## src/rtl/pkt_rx_framer.sv

```systemverilog
// Serial packet framer: hunts for a sync byte, collects a fixed-length payload plus an
// optional additive checksum from the uart byte stream, and publishes good packets.
module pkt_rx_framer #(
    parameter int         CLK_FREQ       = 50000000,
    parameter logic [7:0] SYNC_BYTE      = 8'hAA,
    parameter int         PAYLOAD_BYTES  = 3,
    parameter int         CHECKSUM_EN    = 1,
    parameter int         TIMEOUT_CYCLES = CLK_FREQ / 10
) (
    input  logic                       clk,
    input  logic                       reset,
    input  logic [7:0]                 rx_data,
    input  logic                       rx_avail,
    output logic                       rx_ack,
    output logic [8*PAYLOAD_BYTES-1:0] payload,
    output logic                       pkt_valid,
    output logic                       cksum_err,
    output logic                       timeout_err,
    output logic [15:0]                pkt_count,
    output logic [15:0]                err_count
);

    localparam logic [3:0]  PB_IDX   = 4'(PAYLOAD_BYTES);
    localparam logic [3:0]  LAST_IDX = 4'(PAYLOAD_BYTES + CHECKSUM_EN);
    localparam logic [23:0] TO_LAST  = 24'(TIMEOUT_CYCLES - 1);

    typedef enum logic [2:0] {HUNT, HUNT_ACK, RECV, RECV_ACK, CHECK} state_t;

    state_t                     state;
    state_t                     ret_state;
    logic [3:0]                 idx;
    logic [7:0]                 sum;
    logic [23:0]                tcnt;
    logic [8*PAYLOAD_BYTES-1:0] shadow;
    logic [7:0]                 cksum_byte;
    logic                       accept;

    function automatic logic [15:0] sat_inc(input logic [15:0] v);
        return (v == 16'hFFFF) ? v : v + 16'd1;
    endfunction

    assign accept = (state == RECV) && rx_avail;

    // Data capture: shadow slots and checksum byte carry no reset, they are
    // always rewritten before being consumed.
    always_ff @(posedge clk) begin
        if (accept) begin
            for (int i = 0; i < PAYLOAD_BYTES; i++) begin
                if (idx == 4'(i)) shadow[i*8 +: 8] <= rx_data;
            end
            if (idx >= PB_IDX) cksum_byte <= rx_data;
        end
    end

    always_ff @(posedge clk) begin
        if (reset) begin
            state       <= HUNT;
            ret_state   <= HUNT;
            idx         <= '0;
            sum         <= '0;
            tcnt        <= '0;
            rx_ack      <= 1'b0;
            pkt_valid   <= 1'b0;
            cksum_err   <= 1'b0;
            timeout_err <= 1'b0;
            payload     <= '0;
            pkt_count   <= '0;
            err_count   <= '0;
        end else begin
            rx_ack      <= 1'b0;
            pkt_valid   <= 1'b0;
            cksum_err   <= 1'b0;
            timeout_err <= 1'b0;
            case (state)
                HUNT: begin
                    tcnt <= '0;
                    if (rx_avail) begin
                        rx_ack <= 1'b1;
                        state  <= HUNT_ACK;
                        if (rx_data == SYNC_BYTE) begin
                            idx       <= '0;
                            sum       <= '0;
                            ret_state <= RECV;
                        end else begin
                            ret_state <= HUNT;
                        end
                    end
                end
                HUNT_ACK: begin
                    tcnt <= '0;
                    if (!rx_avail) state <= ret_state;
                end
                RECV: begin
                    // A byte arriving on the expiry cycle is taken; accept beats timeout.
                    if (rx_avail) begin
                        rx_ack    <= 1'b1;
                        tcnt      <= '0;
                        idx       <= idx + 4'd1;
                        ret_state <= (idx + 4'd1 < LAST_IDX) ? RECV : CHECK;
                        state     <= RECV_ACK;
                        if (idx < PB_IDX) sum <= sum + rx_data;
                    end else if (tcnt == TO_LAST) begin
                        tcnt        <= '0;
                        timeout_err <= 1'b1;
                        err_count   <= sat_inc(err_count);
                        state       <= HUNT;
                    end else begin
                        tcnt <= tcnt + 24'd1;
                    end
                end
                RECV_ACK: begin
                    if (tcnt == TO_LAST) begin
                        // Park in HUNT_ACK if the byte is still up so it is not acked twice.
                        tcnt        <= '0;
                        timeout_err <= 1'b1;
                        err_count   <= sat_inc(err_count);
                        ret_state   <= HUNT;
                        state       <= rx_avail ? HUNT_ACK : HUNT;
                    end else begin
                        tcnt <= tcnt + 24'd1;
                        if (!rx_avail) state <= ret_state;
                    end
                end
                CHECK: begin
                    tcnt  <= '0;
                    state <= HUNT;
                    if ((CHECKSUM_EN == 0) || (cksum_byte == sum)) begin
                        payload   <= shadow;
                        pkt_valid <= 1'b1;
                        pkt_count <= sat_inc(pkt_count);
                    end else begin
                        cksum_err <= 1'b1;
                        err_count <= sat_inc(err_count);
                    end
                end
                default: state <= HUNT;
            endcase
        end
    end

endmodule

```

## config.mk

```make
export PLATFORM = sky130hd
export DESIGN_NAME = pkt_rx_framer
export DESIGN_NICKNAME = d
export VERILOG_FILES = /design/src/rtl/pkt_rx_framer.sv
export SDC_FILE = /design/constraint.sdc
export NUM_CORES = 1
export LEC_CHECK = 0
export ABC_AREA = 1
export CAP_MARGIN = 0
export CORE_ASPECT_RATIO = 1.75
export CORE_MARGIN = 10
export CORE_UTILIZATION = 55
export CTS_BUF_LIST = sky130_fd_sc_hd__clkbuf_4 sky130_fd_sc_hd__clkbuf_8 sky130_fd_sc_hd__clkbuf_16
export DETAILED_ROUTE_END_ITERATION = 10
export HOLD_SLACK_MARGIN = 0.12
export PLACE_DENSITY = 0.74
export SLEW_MARGIN = 20
export SYNTH_ARGS = -nofsm -noshare
export SYNTH_HDL_FRONTEND = slang
export SYNTH_SLANG_ARGS = --single-unit
```

## constraint.sdc

```tcl
create_clock -name clk -period 2.6 [get_ports clk]
set_clock_uncertainty 0.2 [all_clocks]
set_input_delay 0.39 -clock clk [delete_from_list [all_inputs] [get_ports clk]]
set_output_delay 0.39 -clock clk [all_outputs]
set_load 0.1 [all_outputs]
```

==> reports/summary.md <==
The run finished with clean final reports. After layout, the worst path uses 87.7% of the clock period. Count of buffers from port buffering: 70.

The post-synthesis area per instance was 7.64 um2; the DRC violation total after the first TritonRoute iteration was 292. The power per standard cell area is 592 mW/mm2, and the summed negative setup slack over all endpoints is 0 ps. The placed cell count was 1060; the total routing resource utilization after global routing was 20.5%. For the core area, the log shows 0.0116 mm2.

In the synthesized netlist, the number of instances is 860. The fraction of layout cells with a size suffix above 1 was 15.0%; the hold violation count in the final report was 0. CTS placed an instance of sky130_fd_sc_hd__clkbuf_16 at the clock tree root. STA classifies the critical path endpoint as a flip-flop.

The worst hold path passes through 2 cells. The area growth from synthesis to layout is 20.3%, and the final routed wirelength across all metal layers is 17100 um. The die covers 0.0169 mm2. The logs give 970 for the final-stage net count and 0 for the initial antenna violation count.

Summed over all cells, the static leakage comes to 3.05 nW. The overall die height works out to 165 um. Type of element launching the critical path: a flip-flop. The total I/O pin count was 71; the post-route worst hold slack was 270 ps.

VDD sags by at most 0.000470 V. Once routing completed, OpenROAD measured the worst setup slack at 320 ps. The run gives 0 as the max-capacitance violation count. Final-report setup violation count: 0. Using the TritonRoute via totals, the vias-per-cell ratio works out to 5.53. The critical path is of the flip-flop to flip-flop type. After detailed routing, the average wire length per cell comes to 15.7 um. The async set-or-reset flop fraction in the synthesized netlist is 0%.

0 antenna diodes ended up in the layout. The clock reaches the later pin of the worst-skew pair after 420 ps. The leading cell type in the layout, fill and taps excluded is sky130_fd_sc_hd__nand2_1.

The run gives 27900 um as the wire length of the first global-routing pass. The total number of vias was 6042. The core occupancy in the finished layout is 67.9%. In the layout the commonest cells are sky130_fd_sc_hd__nand2_1, sky130_fd_sc_hd__dfxtp_1, sky130_fd_sc_hd__nor2_1, sky130_fd_sc_hd__inv_1, sky130_fd_sc_hd__a21oi_1. At the pin with the least slew margin, the transition time is 744 ps. Global routing finished with a remaining overflow of 0. For this run, design rule violations remaining after detail routing come to 0. After synthesis, flip-flops and latches occupy 45.4% of the total area. The required time reported for the critical path endpoint was 2710 ps.

The worst hold path belongs to the class flip-flop to flip-flop. From left edge to right edge, the die measures 103 um. Routability-driven placement finished with a final weighted congestion of 0.940. Once the floorplan was initialized, standard cells occupied 56.4% of the core.

Clock-pin slew was measured on the worst setup and hold paths at 60 ps. The reg-to-reg setup timing slack is 320 ps, and the number of global-route vias before repair is 5956. The terminating pin of the worst hold path is payload[16].

Yosys printed 0 warnings. The number of enable-type register cells in the synthesized netlist works out to 32. In this run the remaining antenna-violating nets after routing total 0. Based on the critical path, the design can be clocked at up to 439 MHz.

The worst register-to-register path begins at state[0]. Buffers inserted during clock tree synthesis total 17. The placed wire-length estimate is 12700 um. For this run, the leading register cell type out of synthesis is sky130_fd_sc_hd__dfxtp_1. The post-CTS setup repair buffer count came out at 0. The total clock sinks was 133; the total standard cell area after synthesis was 0.00657 mm2.

In this run, distinct cell masters in the synthesized netlist total 37. Counting cells, the worst reg-to-reg path comes to 9. The number of nets in the synthesized netlist is 886. OpenSTA, run right after detailed placement, puts the worst setup slack at 106 ps. Entering global routing, the biggest net connects 70 pins. Along the worst path, the maximum fanout reaches 14.

TritonCTS built the clock tree. Setup repair after global routing left no endpoint under its margin. Capture instance of the worst register-to-register path: tcnt[13]. After clock tree synthesis, the flow added hold-fix buffers numbering 0.

Data arrives at the worst endpoint at 2390 ps. In this run the most critical hold path is launched from payload[16]. The tools report the final instance count without filler cells as 1092. Subtracting the final worst setup slack from the clock period gives 2280 ps. For this run, the detailed router's first-pass iteration total came to 4. Counting flops and latches in the post-synthesis netlist gives 133.

The clock passes through at most 2 buffers. The worst slew margin relative to its limit came out at 50.4%. The site row count was 52; the max-slew violation count was 0. The number of gates resized after cts was 0. The H-tree generated during clock tree synthesis spans 4 levels.
## routing by layer
layer | routed length [um] | track usage (%)
met5 | 0 | 0
met3 | 911 | 4.64
met2 | 9340 | 38.7
met4 | 448 | 8.63
met1 | 6440 | 20.7
## sequential cells by signal, summed over array words and instances, names as in the netlist, 2 cells and up
register / cells
shadow: 24
pkt_count: 16
err_count: 16
ret_state: 2
state: 3
idx: 4
payload: 24
tcnt: 24
sum: 8
cksum_byte: 8
## kinds of logic after synthesis
| kind of cell | after synthesis | share of synthesized area, % |
|---|---|---|
| flip-flops | 133 | 45.4 |
| adder cells (fa/ha/maj) | 15 | 2.97 |
| AO/OA/AOI/OAI | 105 | 8.24 |
| AND/OR/NAND/NOR | 462 | 32.0 |
| buffers and inverters | 112 | 7.01 |
| XOR/XNOR | 33 | 4.40 |
## worst max-delay path: stages (launching register included)
cell	delay [ps]
sky130_fd_sc_hd__dfxtp_1	370
sky130_fd_sc_hd__nor2_2	170
sky130_fd_sc_hd__inv_2	80
sky130_fd_sc_hd__nand2_2	240
sky130_fd_sc_hd__nand3_1	190
sky130_fd_sc_hd__nor2_1	200
sky130_fd_sc_hd__nand2_1	200
sky130_fd_sc_hd__nor3_2	240
sky130_fd_sc_hd__nand2_1	100
sky130_fd_sc_hd__and2_1	160
## layout make-up
cell class / instances / area [um2]
Sequential cell: 133 / 2990
Clock inverter: 9 / 88.8
Clock buffer: 23 / 513
Tap cell: 135 / 169
Fill cell: 965 / 3740
Inverter: 87 / 327
Multi-Input combinational cell: 615 / 3130
Timing Repair Buffer: 90 / 696
## Yosys cell counts (12+ instances only)
master / count / share of area [%]
sky130_fd_sc_hd__clkbuf_1: 14 / 0.80
sky130_fd_sc_hd__nand4_1: 52 / 5.0
sky130_fd_sc_hd__nor3_1: 22 / 1.7
sky130_fd_sc_hd__inv_1: 82 / 4.7
sky130_fd_sc_hd__nand2_1: 225 / 13
sky130_fd_sc_hd__o21ai_0: 14 / 1.1
sky130_fd_sc_hd__edfxtp_1: 32 / 15
sky130_fd_sc_hd__dfxtp_1: 101 / 31
sky130_fd_sc_hd__xnor2_1: 12 / 1.6
sky130_fd_sc_hd__xor2_1: 21 / 2.8
sky130_fd_sc_hd__nand3_1: 41 / 3.1
sky130_fd_sc_hd__a21oi_1: 82 / 6.2
sky130_fd_sc_hd__ha_1: 14 / 2.7
sky130_fd_sc_hd__nor2_1: 84 / 4.8
## report_power, final
group | internal, mW | switching, mW
sequential | 2.13 | 0.00878
clock | 1.49 | 0.897
combinational | 0.0524 | 0.105
## how the worst max path moves through the flow
stage                      start            end  depth (start not counted)
finish                  state[0]       tcnt[13]                          9
global route             tcnt[0]   err_count[0]                         11
global placement      rx_data[0]         sum[6]                          8
CTS                     state[0]       tcnt[13]                          9
detailed placement    rx_data[3]         sum[7]                          9
floorplan           err_count[1]  err_count[12]                         10
## stage by stage
step	area, um2	power (mW)
2_1_floorplan	6580	2.27
3_3_place_gp	7310	2.33
3_5_place_dp	7310	2.33
4_1_cts	7910	4.70
5_1_grt	7910	4.81
6_report	7910	4.68
Note: power is estimated with default switching activity, not from simulation.
